File: src/rtl/fetch_pc_gen.sv
// Instruction-fetch front end: owns the fetch PC, issues one I-cache request at a time
// and forwards the registered fetch word with its PC to the compressed realigner.
module fetch_pc_gen #(
  parameter int              XLEN     = 32,
  parameter logic [XLEN-1:0] RESET_PC = '0
) (
  input  logic            clk,
  input  logic            reset,
  input  logic            branch_taken_i,
  input  logic [XLEN-1:0] branch_target_i,
  input  logic            fence_i_i,
  input  logic            stall_pc_i,
  input  logic            if_stall_i,
  input  logic            i_cache_valid_i,
  input  logic [31:0]     i_cache_inst_i,
  input  logic            i_cache_flush_done_i,
  output logic            i_cache_request_o,
  output logic            i_cache_req_kill_o,
  output logic            i_cache_flush_o,
  output logic [XLEN-1:0] i_cache_addr_o,
  output logic [XLEN-1:0] pc_o,
  output logic [31:0]     inst_o,
  output logic            inst_valid_o,
  output logic            sel_for_branch_o,
  output logic [1:0]      dbg_state_o
);

  typedef enum logic [1:0] {
    S_IDLE  = 2'd0,
    S_WAIT  = 2'd1,
    S_FLUSH = 2'd2
  } state_t;

  state_t          state_q, state_d;
  logic [XLEN-1:0] pc_q;
  logic            hold;
  logic            capture;
  logic [XLEN-1:0] pc_step;
  logic [XLEN-1:0] redirect_pc;

  // Cache handshake: i_cache_request_o stays high from the cycle after issue until the
  // cycle i_cache_valid_i returns; a kill in WAIT withdraws it and no response follows.
  assign hold        = stall_pc_i | if_stall_i;
  assign capture     = (state_q == S_WAIT) && i_cache_valid_i && !branch_taken_i;
  assign pc_step     = (i_cache_inst_i[1:0] == 2'b11) ? XLEN'(4) : XLEN'(2);
  assign redirect_pc = {branch_target_i[XLEN-1:1], 1'b0};

  assign i_cache_addr_o = pc_q;
  assign dbg_state_o    = state_q;

  always_ff @(posedge clk) begin
    if (reset) begin
      state_q <= S_IDLE;
    end else begin
      state_q <= state_d;
    end
  end

  always_comb begin
    state_d = state_q;
    case (state_q)
      S_IDLE: begin
        if (branch_taken_i) begin
          state_d = fence_i_i ? S_FLUSH : S_IDLE;
        end else if (!hold) begin
          state_d = S_WAIT;
        end
      end
      S_WAIT: begin
        if (branch_taken_i) begin
          state_d = fence_i_i ? S_FLUSH : S_IDLE;
        end else if (i_cache_valid_i) begin
          state_d = hold ? S_IDLE : S_WAIT;
        end
      end
      S_FLUSH: begin
        // A redirect here only retargets the PC; the flush must still complete.
        if (i_cache_flush_done_i) begin
          state_d = S_IDLE;
        end
      end
      default: state_d = S_IDLE;
    endcase
  end

  always_comb begin
    i_cache_request_o  = 1'b0;
    i_cache_req_kill_o = 1'b0;
    i_cache_flush_o    = 1'b0;
    case (state_q)
      S_WAIT: begin
        i_cache_request_o  = !branch_taken_i;
        i_cache_req_kill_o = branch_taken_i;
      end
      S_FLUSH: i_cache_flush_o = 1'b1;
      default: ;
    endcase
  end

  always_ff @(posedge clk) begin
    if (reset) begin
      pc_q             <= RESET_PC;
      pc_o             <= RESET_PC;
      inst_o           <= 32'h0000_0013;
      inst_valid_o     <= 1'b0;
      sel_for_branch_o <= 1'b0;
    end else begin
      sel_for_branch_o <= branch_taken_i;
      if (branch_taken_i) begin
        pc_q         <= redirect_pc;
        inst_valid_o <= 1'b0;
      end else if (capture) begin
        inst_o       <= i_cache_inst_i;
        pc_o         <= pc_q;
        inst_valid_o <= 1'b1;
        pc_q         <= pc_q + pc_step;
      end else if (!hold) begin
        // Consumed word is not replayed to the realigner.
        inst_valid_o <= 1'b0;
      end
    end
  end

endmodule

File: config.mk
export PLATFORM = sky130hd
export DESIGN_NAME = fetch_pc_gen
export DESIGN_NICKNAME = d
export VERILOG_FILES = /design/src/rtl/fetch_pc_gen.sv
export SDC_FILE = /design/constraint.sdc
export NUM_CORES = 1
export LEC_CHECK = 0
export CORE_MARGIN = 2
export CORE_UTILIZATION = 46
export DETAILED_ROUTE_END_ITERATION = 10
export PLACE_DENSITY_LB_ADDON = 0.12
export SYNTH_ARGS = -nofsm -noshare
export SYNTH_HDL_FRONTEND = slang
export SYNTH_SLANG_ARGS = --single-unit
File: constraint.sdc
create_clock -name clk -period 8.03 [get_ports clk]
set_input_delay 2.409 -clock clk [delete_from_list [all_inputs] [get_ports clk]]
set_output_delay 2.409 -clock clk [all_outputs]
set_load 0.01 [all_outputs]
* Word level (Yosys, flattened, before mapping)
Index checks and enable logic that the tools add are counted.
Widths: inputs -> output; s select.
** Word-level totals
- Flip-flop bits (word level) :: 100
- Latch bits :: 0
- Memory bits (writable) :: 0
- Memory bits (read-only) :: 0
- Bits of input ports :: 72
- Output and inout port bits :: 103
- Logic and storage cells :: 41
- Memories :: 0
** Cells by class
- Add/sub/neg operators :: 1
- $mul :: 0
- Divide/modulo/power cells :: 0
- Magnitude comparators :: 0
- Equality and inequality tests :: 7
- Shift-type cells :: 0
- Muxes and demuxes :: 16
- Bitwise operators :: 2
- Reduce and logical (&&, ||, !) cells :: 8
** Operator list (count)
- $mux 32 :: 2
- $add 32x3->32 :: 1
- $mux 2 :: 6
- $mux 1 :: 6
- $ne 3x3->1 const B :: 2
- $pmux 2 s3 :: 1
- $eq 2x2->1 const B :: 2
- $mux 3 :: 1
- $reduce_and 3->1 :: 1
- $eq 2x1->1 const B :: 1
- $logic_and 1x1->1 :: 2
- $logic_not 2->1 :: 1
- $ne 2x1->1 const B :: 1
- $ne 2x2->1 const B :: 1
- $reduce_and 2->1 :: 1
- $reduce_bool 2->1 :: 1
- $reduce_or 2->1 :: 1
- $logic_not 1->1 :: 1
- $not 1->1 :: 1
- $or 1x1->1 :: 1

* Logic depth before layout (Yosys ltp)
- Depth after elaboration :: 5
- Gate-level depth with buffers :: 8
- Mapped depth without buffers :: 7

* Least setup slack after synthesis
No wires, ideal clock.
- Path kind :: input-to-output
- From :: in branch_taken_i
- To :: out i_cache_req_kill_o
- Arrival time :: 3.308 ns
- Data required time :: 5.621 ns
- Setup slack :: 2.313 ns
- Stages on the path :: 4
- Buffers on the path :: 2
- Cells stage by stage :: clkinv_1 clkbuf_1 buf_1 nor3b_1
** Between the ends
- Cells in the longest elaborated chain, start to end :: 1
** RTL lines
- start: declaration :: line 9 : input logic branch_taken_i,
- $mux 1 :: line 90 : case (state_q)
- end: declaration :: line 18 : output logic i_cache_req_kill_o,
Every way passes these cells.

* Worst setup path in the final report
Ends and elaborated chain as after synthesis.

==> key figures <==
Placement
  • Placed instance count: 780
  • I/O Buffers: 171
  • Final RePlAce weighted congestion: 0.840
  • Detail Placement HPWL: 8700 um

GRT
  • First-pass GRT wire length: 20000 um
  • Congestion Overflow GR: 0
  • Initial antenna violation count: 0
  • Vias in the first global route: 4135
  • Largest net degree at the start of global routing: 99
  • Total Routing Usage GR: 24.6%

Clock tree
  • Post-CTS Setup Bufs: 0
  • Max clock buf depth: 2
  • Inserted Clock Buffers: 9
  • Clock transition at path regs: 0.09 ns
  • Clk sinks: 98
  • # H-tree levels: 3
  • Clock root cell: clkbuf_8
  • Skew-Pair Late Insertion Delay: 0.35 ns
  • CTS Hold Buffers Added: 0
  • CTS tree: yes
  • Post_cts resized: 0

Floorplan
  • Die Y-Extent: 99.8 um
  • Die W: 99.8 um
  • Starting Density: 47.9%
  • Die area: 0.00995 mm^2
  • Core box area: 0.00881 mm^2
  • Num ports: 175
  • Cell Rows: 34

Logic synthesis
  • Yosys warns: 0
  • Async set-or-reset flop fraction in the synthesized netlist: 0%
  • Syn Std Cell Area: 0.00422 mm^2
  • Compound-cell area share of the yosys netlist: 16.4%
  • Register area share after synthesis: 46.5%
  • Post-synth top flop: dfxtp_1
  • Synthesized instance count: 535
  • Simple-gate area share of the yosys netlist: 28.6%
  • Yosys reg bits: 98
  • Yosys top cell area share: 46.5%
  • Cell accounting for the most synthesized area: dfxtp_1
  • Post-synthesis adder-cell area fraction: 1.07%
  • Ranking of synthesized cells by area: dfxtp_1 47%, nand2_1 14%, a21oi_1 8.3%, clkbuf_1 2.9%, nor2_1 2.6%
  • Post-synthesis mux area share: 0.534%
  • Number of synthesized flops with an enable pin: 0
  • Main combinational cell family by area after synthesis: simple AND/OR/NAND/NOR gates
  • Synth Area in XOR/XNOR: 2.08%
  • Post-synth cell types: 49
  • Syn Area/Cell: 7.89 um^2

Critical path
  • Reg2reg end: i_cache_addr_o[19]$_SDFFE_PP0P_
  • CP max-delay cell: clkdlybuf4s50_1
  • CP Data Required Time: 5.62 ns
  • Critical-path cell list: clkdlybuf4s50_1 -> buf_4 -> clkinv_1 -> nor3b_1 -> clkdlybuf4s50_1
  • Most numerous cell on the critical path: clkdlybuf4s50_1
  • RR Startpoint: i_cache_addr_o[1]$_SDFFE_PP0P_
  • Crit path largest cell delay: 0.60 ns
  • Critical Path AT: 4.12 ns
  • Setup Crit Path Kind: input port to output port
  • CP max FO: 22
  • Critical Path Start Type: input port
  • Flop2flop setup slack: 5.36 ns
  • Worst r2r path cells: 6
  • Worst Setup End Kind: output port

Power and ir drop
  • Sw frac: 24.0%
  • Pint: 0.750 mW
  • Clock network fraction of total power: 35.5%
  • Combinational cell fraction of total power: 11.7%
  • Psw: 0.236 mW
  • PwrDens: 160 mW/mm^2
  • VDD IR max: 0.0820 mV
  • Reg power frac: 52.8%
  • Leak pwr: 2.05 nW

Drt
  • Wire per inst: 15.7 um
  • Drt total wl: 12500 um
  • Routed Antenna Nets: 0
  • Post-route DRC violation count: 0
  • Vias: 4363
  • Vias/cell: 5.49
  • Iteration count of the initial detailed-routing pass: 4
  • Met1 wire length: 5450 um
  • Met2 routed WL: 6130 um
  • Met3 wire length: 690 um
  • Iter 0 DRT Violations: 154
  • Top layer in use: met4

Run
  • Max cap viols: 0

STA
  • Fin crit share: 81.4%
  • Min Tclk post-route: 6.53 ns
  • Total Neg Setup Slack: 0 ns
  • Slew @ Worst Pin: 1.02 ns
  • Setup violators final: 0
  • RSZ-0062 raised after global routing: no
  • Clock Skew: 0.00674 ns
  • Final Hold Violating Endpoints: 0
  • Fin. max-slew vios: 0
  • Slew HR: 32.2%
  • Max frequency: 153 MHz

Final layout
  • Area Overhead vs Synth: 46.1%
  • Layout cell share with drive strength beyond 1: 4.80%
  • Multi-input logic area: 0.00207 mm^2
  • Final Instance Count excl. Fillers: 795
  • Final net count: 758
  • Filler cell count: 727
  • Reg area: 0.00196 mm^2
  • N_diodes: 0

Min path
  • Hold path start: pc_o[3]$_SDFFE_PP0P_
  • Worst Hold End: pc_o[3]$_SDFFE_PP0P_
  • Hold crit path type: flop to flop
  • Hold Crit Depth: 2

Run status
  • Status: completed
sequential cells by signal, indices dropped and copies added, names as in the netlist:
register / cells
inst_o: 32
i_cache_addr_o: 31
pc_o: 31
dbg_state_o: 2
inst_valid_o: 1
sel_for_branch_o: 1
area by class of cell:
cell class / instances / area share (%)
clock inverters: 4 / 1.24
multi-input cells: 389 / 33.6
inverters: 9 / 0.548
flip-flops and latches: 98 / 31.8
repair buffers: 176 / 28.3
clock buffers: 11 / 2.29
well taps: 108 / 2.19
worst max-delay path by stage:
| stage | from | endpoint | slack, ns | cells past startpoint |
|---|---|---|---|---|
| after detailed placement | branch_taken_i | i_cache_req_kill_o | 1.52 | 5 |
| after CTS | branch_taken_i | i_cache_req_kill_o | 1.51 | 5 |
| after floorplan | branch_taken_i | i_cache_req_kill_o | 2.31 | 4 |
| final | branch_taken_i | i_cache_req_kill_o | 1.50 | 5 |
| after global placement | branch_taken_i | i_cache_req_kill_o | 1.51 | 5 |
| after global routing | branch_taken_i | i_cache_req_kill_o | 1.37 | 5 |
logic make-up (layout without fill, tap and decap cells):
family / count (synthesis) / in the layout
buffers and inverters: 49 / 200
flip-flops: 98 / 98
XOR/XNOR: 10 / 10
AO/OA/AOI/OAI: 113 / 113
AND/OR/NAND/NOR: 259 / 259
multiplexers: 2 / 2
other: 1 / 2
adder cells (fa/ha/maj): 3 / 3
layer usage:
metal / global-route usage, % / vias up
met5: 0 / -
met4: 8.96 / 0
met3: 4.18 / 16
met2: 41.5 / 147
met1: 31.9 / 2054
li1: - / 2146
per-stage QoR:
step / power (mW) / instance area [um^2] / utilization [%] / setup slack, ns / hold WS (ns)
floorplan: 0.571 / 4220 / - / 2.31 / 0.481
global placement: 0.643 / 5950 / 67.5 / 1.51 / 0.441
detailed placement: 0.646 / 5950 / 67.5 / 1.52 / 0.447
CTS: 0.990 / 6170 / 70.0 / 1.51 / 0.459
global route: 1.02 / 6170 / 70.0 / 1.37 / 0.477
finish: 0.986 / 6170 / 70.0 / 1.50 / 0.457
critical path: cells and delay by family:
kind | cells | cell delay, ns
buf+inv | 4 | 1.50
simple gates | 1 | 0.21
cell usage after synthesis (3+ instances only):
cell       number
a21oi_1        70
nor4_1         13
a2111oi_0       4
and4_1          4
nand2b_1        3
o21ai_0         6
a211oi_1       11
nand3_1        13
dfxtp_1        98
or3_1           4
xnor2_1         9
clkbuf_1       33
buf_1           3
inv_1           8
or4_1           7
a311oi_1        7
nand3b_1        4
nand4_1         7
nor2_1         29
o31ai_1         5
nor3_1          5
nor3b_1         5
nand2_1       153
power by group through the flow:
stage | clock (mW) | sequential (mW) | combinational (mW)
global placement | 0 | 0.531 | 0.112
CTS | 0.354 | 0.520 | 0.115
global route | 0.377 | 0.524 | 0.123
finish | 0.350 | 0.521 | 0.115
detailed placement | 0 | 0.532 | 0.114
floorplan | 0 | 0.531 | 0.0397
layout by cell type, fill, tap and decap left out, types with 5 or more instances in the layout:
| cell | n |
|---|---|
| a211oi_1 | 11 |
| nand3_1 | 13 |
| o21ai_0 | 6 |
| a311oi_1 | 7 |
| nor2_1 | 28 |
| nand2_1 | 153 |
| nor3_1 | 5 |
| xnor2_1 | 9 |
| or4_1 | 7 |
| nor3b_1 | 5 |
| nor4_1 | 13 |
| o31ai_1 | 5 |
| clkbuf_8 | 10 |
| buf_4 | 6 |
| clkdlybuf4s50_1 | 170 |
| dfxtp_1 | 98 |
| nand4_1 | 7 |
| inv_1 | 8 |
| a21oi_1 | 70 |
(Power assumes the default switching activity.)
